## config.mk

```make
export PLATFORM = sky130hd
export DESIGN_NAME = oam_dma_arbiter_flat
export DESIGN_NICKNAME = d
export VERILOG_FILES = /design/src/rtl/oam_dma_arbiter_if.sv /design/src/rtl/oam_dma_arbiter.sv /design/src/flat_wrapper.sv
export SDC_FILE = /design/constraint.sdc
export NUM_CORES = 1
export LEC_CHECK = 0
export CAP_MARGIN = 10
export CORE_MARGIN = 2
export CORE_UTILIZATION = 40
export CTS_CLUSTER_SIZE = 25
export DETAILED_ROUTE_END_ITERATION = 7
export HOLD_SLACK_MARGIN = 0.05
export PLACE_DENSITY = 0.86
export SYNTH_ARGS = -nofsm -noshare
export SYNTH_HDL_FRONTEND = slang
export SYNTH_SLANG_ARGS = --single-unit
export TNS_END_PERCENT = 1
```

## constraint.sdc

```tcl
create_clock -name clk -period 1.85 [get_ports clk]
set_input_delay 0.37 -clock clk [delete_from_list [all_inputs] [get_ports clk]]
set_output_delay 0.37 -clock clk [all_outputs]
set_load 0.02 [all_outputs]
```

## src/rtl/oam_dma_arbiter_if.sv

```systemverilog
// CPU-side and memory-side bus bundle shared by the OAM DMA arbiter and its environment.
interface oam_dma_arbiter_if;
    logic [15:0] cpu_addr;
    logic        cpu_wen;
    logic [7:0]  cpu_wdata;
    logic        cpu_rdy;
    logic [15:0] mem_addr;
    logic        mem_wen;
    logic [7:0]  mem_wdata;
    logic [7:0]  mem_rdata;
    logic        dma_busy;
    logic        dma_done;

    modport master (
        input  cpu_addr, cpu_wen, cpu_wdata, mem_rdata,
        output cpu_rdy, mem_addr, mem_wen, mem_wdata, dma_busy, dma_done
    );

    modport slave (
        output cpu_addr, cpu_wen, cpu_wdata, mem_rdata,
        input  cpu_rdy, mem_addr, mem_wen, mem_wdata, dma_busy, dma_done
    );
endinterface

```

## src/rtl/oam_dma_arbiter.sv

```systemverilog
// Shares the memory bus between the CPU and a sprite DMA engine that copies one
// source page to the OAM data register with alternating get/put cycles.
module oam_dma_arbiter #(
    parameter logic [15:0] DMA_REG  = 16'h4014,
    parameter logic [15:0] OAM_DATA = 16'h2004,
    parameter int unsigned XFER_LEN = 256
) (
    input  logic                  clk,
    input  logic                  rst_n,
    oam_dma_arbiter_if.master     bus
);

    localparam int unsigned IDX_W = 8;
    localparam logic [IDX_W-1:0] LAST_IDX = IDX_W'(XFER_LEN - 1);

    typedef enum logic [2:0] {
        S_IDLE,
        S_HALT,
        S_ALIGN,
        S_READ,
        S_WRITE
    } state_e;

    state_e           state_q, state_d;
    logic [7:0]       page_q, page_d;
    logic [IDX_W-1:0] idx_q, idx_d;
    logic             parity_q;
    logic             done_q, done_d;

    // State register; parity free-runs so reads land on get cycles.
    always_ff @(posedge clk) begin
        if (!rst_n) begin
            state_q  <= S_IDLE;
            page_q   <= 8'h00;
            idx_q    <= '0;
            parity_q <= 1'b0;
            done_q   <= 1'b0;
        end else begin
            state_q  <= state_d;
            page_q   <= page_d;
            idx_q    <= idx_d;
            parity_q <= ~parity_q;
            done_q   <= done_d;
        end
    end

    // Next state and bus steering.
    always_comb begin
        state_d       = state_q;
        page_d        = page_q;
        idx_d         = idx_q;
        done_d        = 1'b0;
        bus.cpu_rdy   = 1'b0;
        bus.mem_addr  = bus.cpu_addr;
        bus.mem_wen   = 1'b0;
        bus.mem_wdata = bus.cpu_wdata;

        unique case (state_q)
            S_IDLE: begin
                bus.cpu_rdy = 1'b1;
                bus.mem_wen = bus.cpu_wen;
                if (bus.cpu_wen && (bus.cpu_addr == DMA_REG)) begin
                    page_d  = bus.cpu_wdata;
                    idx_d   = '0;
                    state_d = S_HALT;
                end
            end
            S_HALT: begin
                // Parity 1 now means the next cycle is a get cycle.
                state_d = parity_q ? S_READ : S_ALIGN;
            end
            S_ALIGN: begin
                state_d = S_READ;
            end
            S_READ: begin
                bus.mem_addr  = {page_q, idx_q};
                bus.mem_wdata = 8'h00;
                state_d       = S_WRITE;
            end
            S_WRITE: begin
                bus.mem_addr  = OAM_DATA;
                bus.mem_wen   = 1'b1;
                bus.mem_wdata = bus.mem_rdata;
                if (idx_q == LAST_IDX) begin
                    done_d  = 1'b1;
                    state_d = S_IDLE;
                end else begin
                    idx_d   = idx_q + IDX_W'(1);
                    state_d = S_READ;
                end
            end
            default: begin
                state_d = S_IDLE;
            end
        endcase
    end

    assign bus.dma_busy = (state_q != S_IDLE);
    assign bus.dma_done = done_q;

endmodule

```

## src/flat_wrapper.sv

```systemverilog
// flat-port wrapper written by rule: the top's interface ports become plain ports
module oam_dma_arbiter_flat 
#(
    parameter logic [15:0] DMA_REG  = 16'h4014,
    parameter logic [15:0] OAM_DATA = 16'h2004,
    parameter int unsigned XFER_LEN = 256
)
  (clk, rst_n, bus_cpu_addr, bus_cpu_wen, bus_cpu_wdata, bus_mem_rdata, bus_cpu_rdy, bus_mem_addr, bus_mem_wen, bus_mem_wdata, bus_dma_busy, bus_dma_done);
  oam_dma_arbiter_if bus_i ();
  input  logic clk;
  input  logic rst_n;
  input wire logic [$bits(bus_i.cpu_addr)-1:0] bus_cpu_addr;
  input wire logic [$bits(bus_i.cpu_wen)-1:0] bus_cpu_wen;
  input wire logic [$bits(bus_i.cpu_wdata)-1:0] bus_cpu_wdata;
  input wire logic [$bits(bus_i.mem_rdata)-1:0] bus_mem_rdata;
  output wire logic [$bits(bus_i.cpu_rdy)-1:0] bus_cpu_rdy;
  output wire logic [$bits(bus_i.mem_addr)-1:0] bus_mem_addr;
  output wire logic [$bits(bus_i.mem_wen)-1:0] bus_mem_wen;
  output wire logic [$bits(bus_i.mem_wdata)-1:0] bus_mem_wdata;
  output wire logic [$bits(bus_i.dma_busy)-1:0] bus_dma_busy;
  output wire logic [$bits(bus_i.dma_done)-1:0] bus_dma_done;
  assign bus_i.cpu_addr = bus_cpu_addr;
  assign bus_i.cpu_wen = bus_cpu_wen;
  assign bus_i.cpu_wdata = bus_cpu_wdata;
  assign bus_i.mem_rdata = bus_mem_rdata;
  assign bus_cpu_rdy = bus_i.cpu_rdy;
  assign bus_mem_addr = bus_i.mem_addr;
  assign bus_mem_wen = bus_i.mem_wen;
  assign bus_mem_wdata = bus_i.mem_wdata;
  assign bus_dma_busy = bus_i.dma_busy;
  assign bus_dma_done = bus_i.dma_done;
  oam_dma_arbiter #(.DMA_REG(DMA_REG), .OAM_DATA(OAM_DATA), .XFER_LEN(XFER_LEN)) u_core (.clk(clk), .rst_n(rst_n), .bus(bus_i));
endmodule
```

# == Yosys cells after proc, flatten, opt, wreduce, memory -nomap -nowiden ==
# Cells that the tools add are included.
# totals
output_inout_bits,28
ff_bits,21
# classes
n_addsub,1
n_reduce_logical,7
bitwise,1
mux,12
eq_ne,8
# ops
cell,count
$pmux W16 S2,1
$pmux W8 S2,2
$eq A16 B15 Y1 const B,1
$mux W8,2
$pmux W3 S5,1
$add A8 B1 Y8 const B,1
$eq A8 B8 Y1 const B,1
$eq A3 B2 Y1 const B,2
$reduce_and A2 Y1,2
$eq A3 B1 Y1 const B,1
$eq A3 B3 Y1 const B,1
$logic_not A3 Y1,1
$mux W1,3
$mux W3,1
$reduce_and A3 Y1,1
$reduce_bool A3 Y1,1
$mux W2,1
$ne A2 B1 Y1 const B,1
$ne A2 B2 Y1 const B,1
$pmux W1 S2,1
$reduce_bool A2 Y1,1
$logic_and A1 B1 Y1,1
$not A1 Y1,1

# == Longest topological paths before layout ==
# depth
ltp_word,4
depth_mapped,6
mapped_depth_nobuf,5

# == Worst setup path before layout ==
# No wires, ideal clock.
# synth_path
path_kind,flip-flop to output port
startpoint,register u_core.state_q[1]
endpoint,output bus_mem_addr[13]
path_stages_with_launch,6
n_path_buf,2
required_time_ns,1.480
t_arrival_ns,1.550
setup_slack_ns,-0.070
path_cell_list,dfxtp_1 buf_2 nor3b_4 buf_2 nor2_1 o21ai_0
# synth_between
elab_chain_cells,2
elab_cells_between_ends,3
classes_between,2 x eq/ne; 1 x mux
# synth_rtl
item,line,source
"start, declared",oam_dma_arbiter.sv:24,"state_e state_q, state_d;"
"start signal, assigned",oam_dma_arbiter.sv:39,state_q <= state_d;
$eq A3 B3 Y1 or $eq A3 B2 Y1 (tied branches),oam_dma_arbiter.sv:58,unique case (state_q)
$pmux W16 S2 *,oam_dma_arbiter.sv:58,
"end, declared",flat_wrapper.sv:17,output wire logic [$bits(bus_i.mem_addr)-1:0] bus_mem_addr;
# Mark *: on every way between the ends. The rest lies on a longest branch, timed or not.

# == Worst setup path after layout ==
# layout_path
startpoint,register u_core.state_q[1]
endpoint,output bus_mem_addr[8]
# Same word-level chain as after synthesis.

==> impl_metrics.ini <==
[global_routing]
grt_overflow = 0
grt_antenna_before_repair = 0
grt_max_degree = 12
grt_pass1_wl_um = 6790
grt_usage_pct = 23.9
grt_pass1_vias = 1506

[yosys]
postSynth.asyncResetShare_pct = 0
synth_top_flop_cell = dfxtp_1
synth_top_cell_area_share_pct = 32.0
synth_cell_type_count = 44
synth_edf_count = 0
syn_nets = 192
syn_inst = 156
synth_top_area_cell = dfxtp_1
synth_warnings = 0
ys_ff_latch = 21
synth_top_cells_by_area = dfxtp_1, a22o_1, a21oi_1, o21ai_0, nand4_1
synth_area_mm2 = 0.00132
syn_area_per_cell_um2 = 8.43
seq_area_frac_synth_pct = 32.0

[sta]
setup_ws_ns = -0.0760
worstMarginPinSlew_ns = 0.362
skew_ns = 0.00136
hold_ws_ns = 0.432
relSlewSlack_pct = 75.6
fmax_mhz = 519
hold_viol = 0
fin_crit_sh_pct = 104
setup_violations = 23
report.final.slew_viol_count = 0
finalCriticalPeriod_ns = 1.93
rsz0062_at_grt = true
fin_setup_tns_ns = -1.36

[cts]
htreeDepth = 1
clk_latency_ns = 0.32
cts_tree = done
cts.sinks = 21
clock_path_buffers = 2
numCtsBuffers = 3
path_clk_slew_ns = 0.12
cts-root-buf = clkbuf_4

[hold_path]
hold-path-cell-count = 1
hp-class = flip-flop to flip-flop
hold_start = u_core.parity_q
holdPathEnd = u_core.parity_q

[outcome]
violations = negative setup slack
outcome = complete, but fails checks

[cells_and_area]
final_cells = 285
syn2layout_area_growth_pct = 59.0
layout-drive-gt1-share_pct = 31.5
n_antenna_cell = 0
fin_nets = 278
seq_area_um2 = 429
multiInputGateArea_um2 = 832
n_fill_cell = 264
final_util_pct = 67.9

[worst_setup_path]
startpoint_type = flip-flop
cp-end-kind = output pin
critical_path_class = flip-flop to output pin
r2r_end = u_core.page_q[2]
cp_max_fo = 10
crit_arrival_ns = 1.56
reg2regPathDepth = 8
cp.required_ns = 1.48
r2r-start = u_core.state_q[2]
rrSetupSlack_ns = 0.09

[die]
fp.dieH_um = 61.3
die-area_mm2 = 0.00376
ioPinCount = 63
die_w_um = 61.3
initial_core_util_pct = 42.7
row_count = 20
coreArea_mm2 = 0.00308

[pwr]
swShare_pct = 37.3
p_int_uw = 830
switching_power_uw = 493
seq_power_share_pct = 37.8
leakage_uw = 0.000872
vdd.ir_drop.worst_mv = 0.478
p_per_area_mw_per_mm2 = 633
p_comb_share_pct = 44.2
clock_power_share_pct = 18.0

[detailed_routing]
via_per_inst = 5.51
wl_um = 4260
drt_iter0_markers = 65
num_vias = 1571
dr.pass1.iters = 4
postRouteAntennaNets = 0
wl_per_cell_um = 15.0
drc = 0

[flow_run]
drv_cap = 0

[place]
io_buffers = 62
hpwl_um = 3330
place_inst = 279
gp_congestion = 0.815
==> power groups by stage <==
stage / sequential (uW) / clock [uW] / combinational, uW
floorplan: 484 / 0 / 323
global placement: 501 / 0 / 640
detailed placement: 502 / 0 / 646
CTS: 496 / 230 / 601
global route: 503 / 256 / 623
finish: 500 / 238 / 584
==> critical path: stages, from the launching register on <==
cell and delay [ns]:
dfxtp_4 0.38, nand2_2 0.10, nor2_4 0.06, nor2_2 0.21, buf_6 0.18, a22o_1 0.13
clkbuf_2 0.16
==> how the worst max path moves through the flow <==
| stage | end | cells after the start | slack, ns | start |
|---|---|---|---|---|
| after floorplan | bus_mem_addr[2] | 5 | -0.07 | u_core.state_q[1] |
| after global placement | bus_mem_addr[2] | 4 | -0.28 | bus_cpu_addr[2] |
| after detailed placement | bus_mem_addr[2] | 4 | -0.26 | bus_cpu_addr[2] |
| after CTS | bus_mem_addr[11] | 6 | -0.24 | u_core.state_q[1] |
| after global routing | bus_mem_wdata[1] | 6 | -0.14 | u_core.state_q[1] |
| final | bus_mem_addr[8] | 6 | -0.08 | u_core.state_q[1] |
==> per-stage QoR <==
| stage | setup slack [ns] | area [um^2] | total power, uW |
|---|---|---|---|
| 4_1_cts | -0.239 | 2170 | 1330 |
| 3_3_place_gp | -0.277 | 2150 | 1140 |
| 2_1_floorplan | -0.0705 | 1320 | 807 |
| 3_5_place_dp | -0.257 | 2150 | 1150 |
| 5_1_grt | -0.142 | 2090 | 1380 |
| 6_report | -0.0760 | 2090 | 1320 |
==> cells in the mapped netlist, types with 2 or more instances <==
cell type / number
buf_2: 7
mux2i_1: 2
or3_1: 2
o21a_1: 2
nand2b_1: 2
and4_1: 2
nand3_1: 3
a31oi_1: 3
dfxtp_1: 21
nand2_1: 12
o21ai_0: 12
a22o_1: 22
nor2_1: 7
a21oi_1: 13
nand4_1: 9
nor3_1: 5
nor2b_1: 2
clkbuf_1: 3
xor2_1: 2
==> layout make-up <==
class | count | area share, %
clock buffers | 4 | 1.26
inverters | 2 | 0.359
multi-input cells | 120 | 39.8
flip-flops and latches | 21 | 20.5
well taps | 44 | 2.63
repair buffers | 94 | 35.4
==> placed cells by master (no fill, tap or decap), types with 2 or more instances in the layout <==
cell type	n
or3_1	2
dfxtp_1	18
buf_2	18
nor2_1	6
a22o_1	22
nand3_2	2
buf_4	33
and4_1	2
nand3_1	2
nor3_1	5
nand2b_1	2
a31oi_1	3
xor2_1	2
nor2b_1	2
dfxtp_4	2
o21ai_1	3
clkbuf_4	3
mux2i_1	2
o21ai_0	10
buf_6	2
nand2_1	11
o21a_1	2
a21oi_1	13
clkbuf_2	6
clkdlybuf4s50_1	35
nand4_1	9
==> timing repair <==
action | CTS | global route
resized for setup | 59 | 59
setup endpoints to repair | 27 | 35
pin swaps | 0 | 1
hold buffers | 0 | 0
gates cloned | 0 | 0
setup buffers | 2 | 0
==> sequential cells by signal, indices dropped and copies added (netlist names) <==
signal,cells
u_core.idx_q,8
u_core.page_q,8
u_core.state_q,3
u_core.bus.dma_done,1
u_core.parity_q,1
==> cell families after synthesis <==
logic type | Yosys count | share of synthesized area (%)
flops | 21 | 32.0
compound gates | 60 | 33.2
mux | 2 | 1.52
simple gates | 55 | 25.1
fa+ha+maj | 1 | 0.951
xor+xnor | 2 | 1.33
buf+inv | 15 | 5.90
==> metal layers <==
metal,up-vias,wire length (um),GRT usage (%)
met4,0,62,7.29
met5,-,0,0
met2,60,2130,40.6
met1,730,1830,32.1
met3,7,236,2.52
li1,774,-,-
No activity file was read; power rests on OpenSTA's default activity.
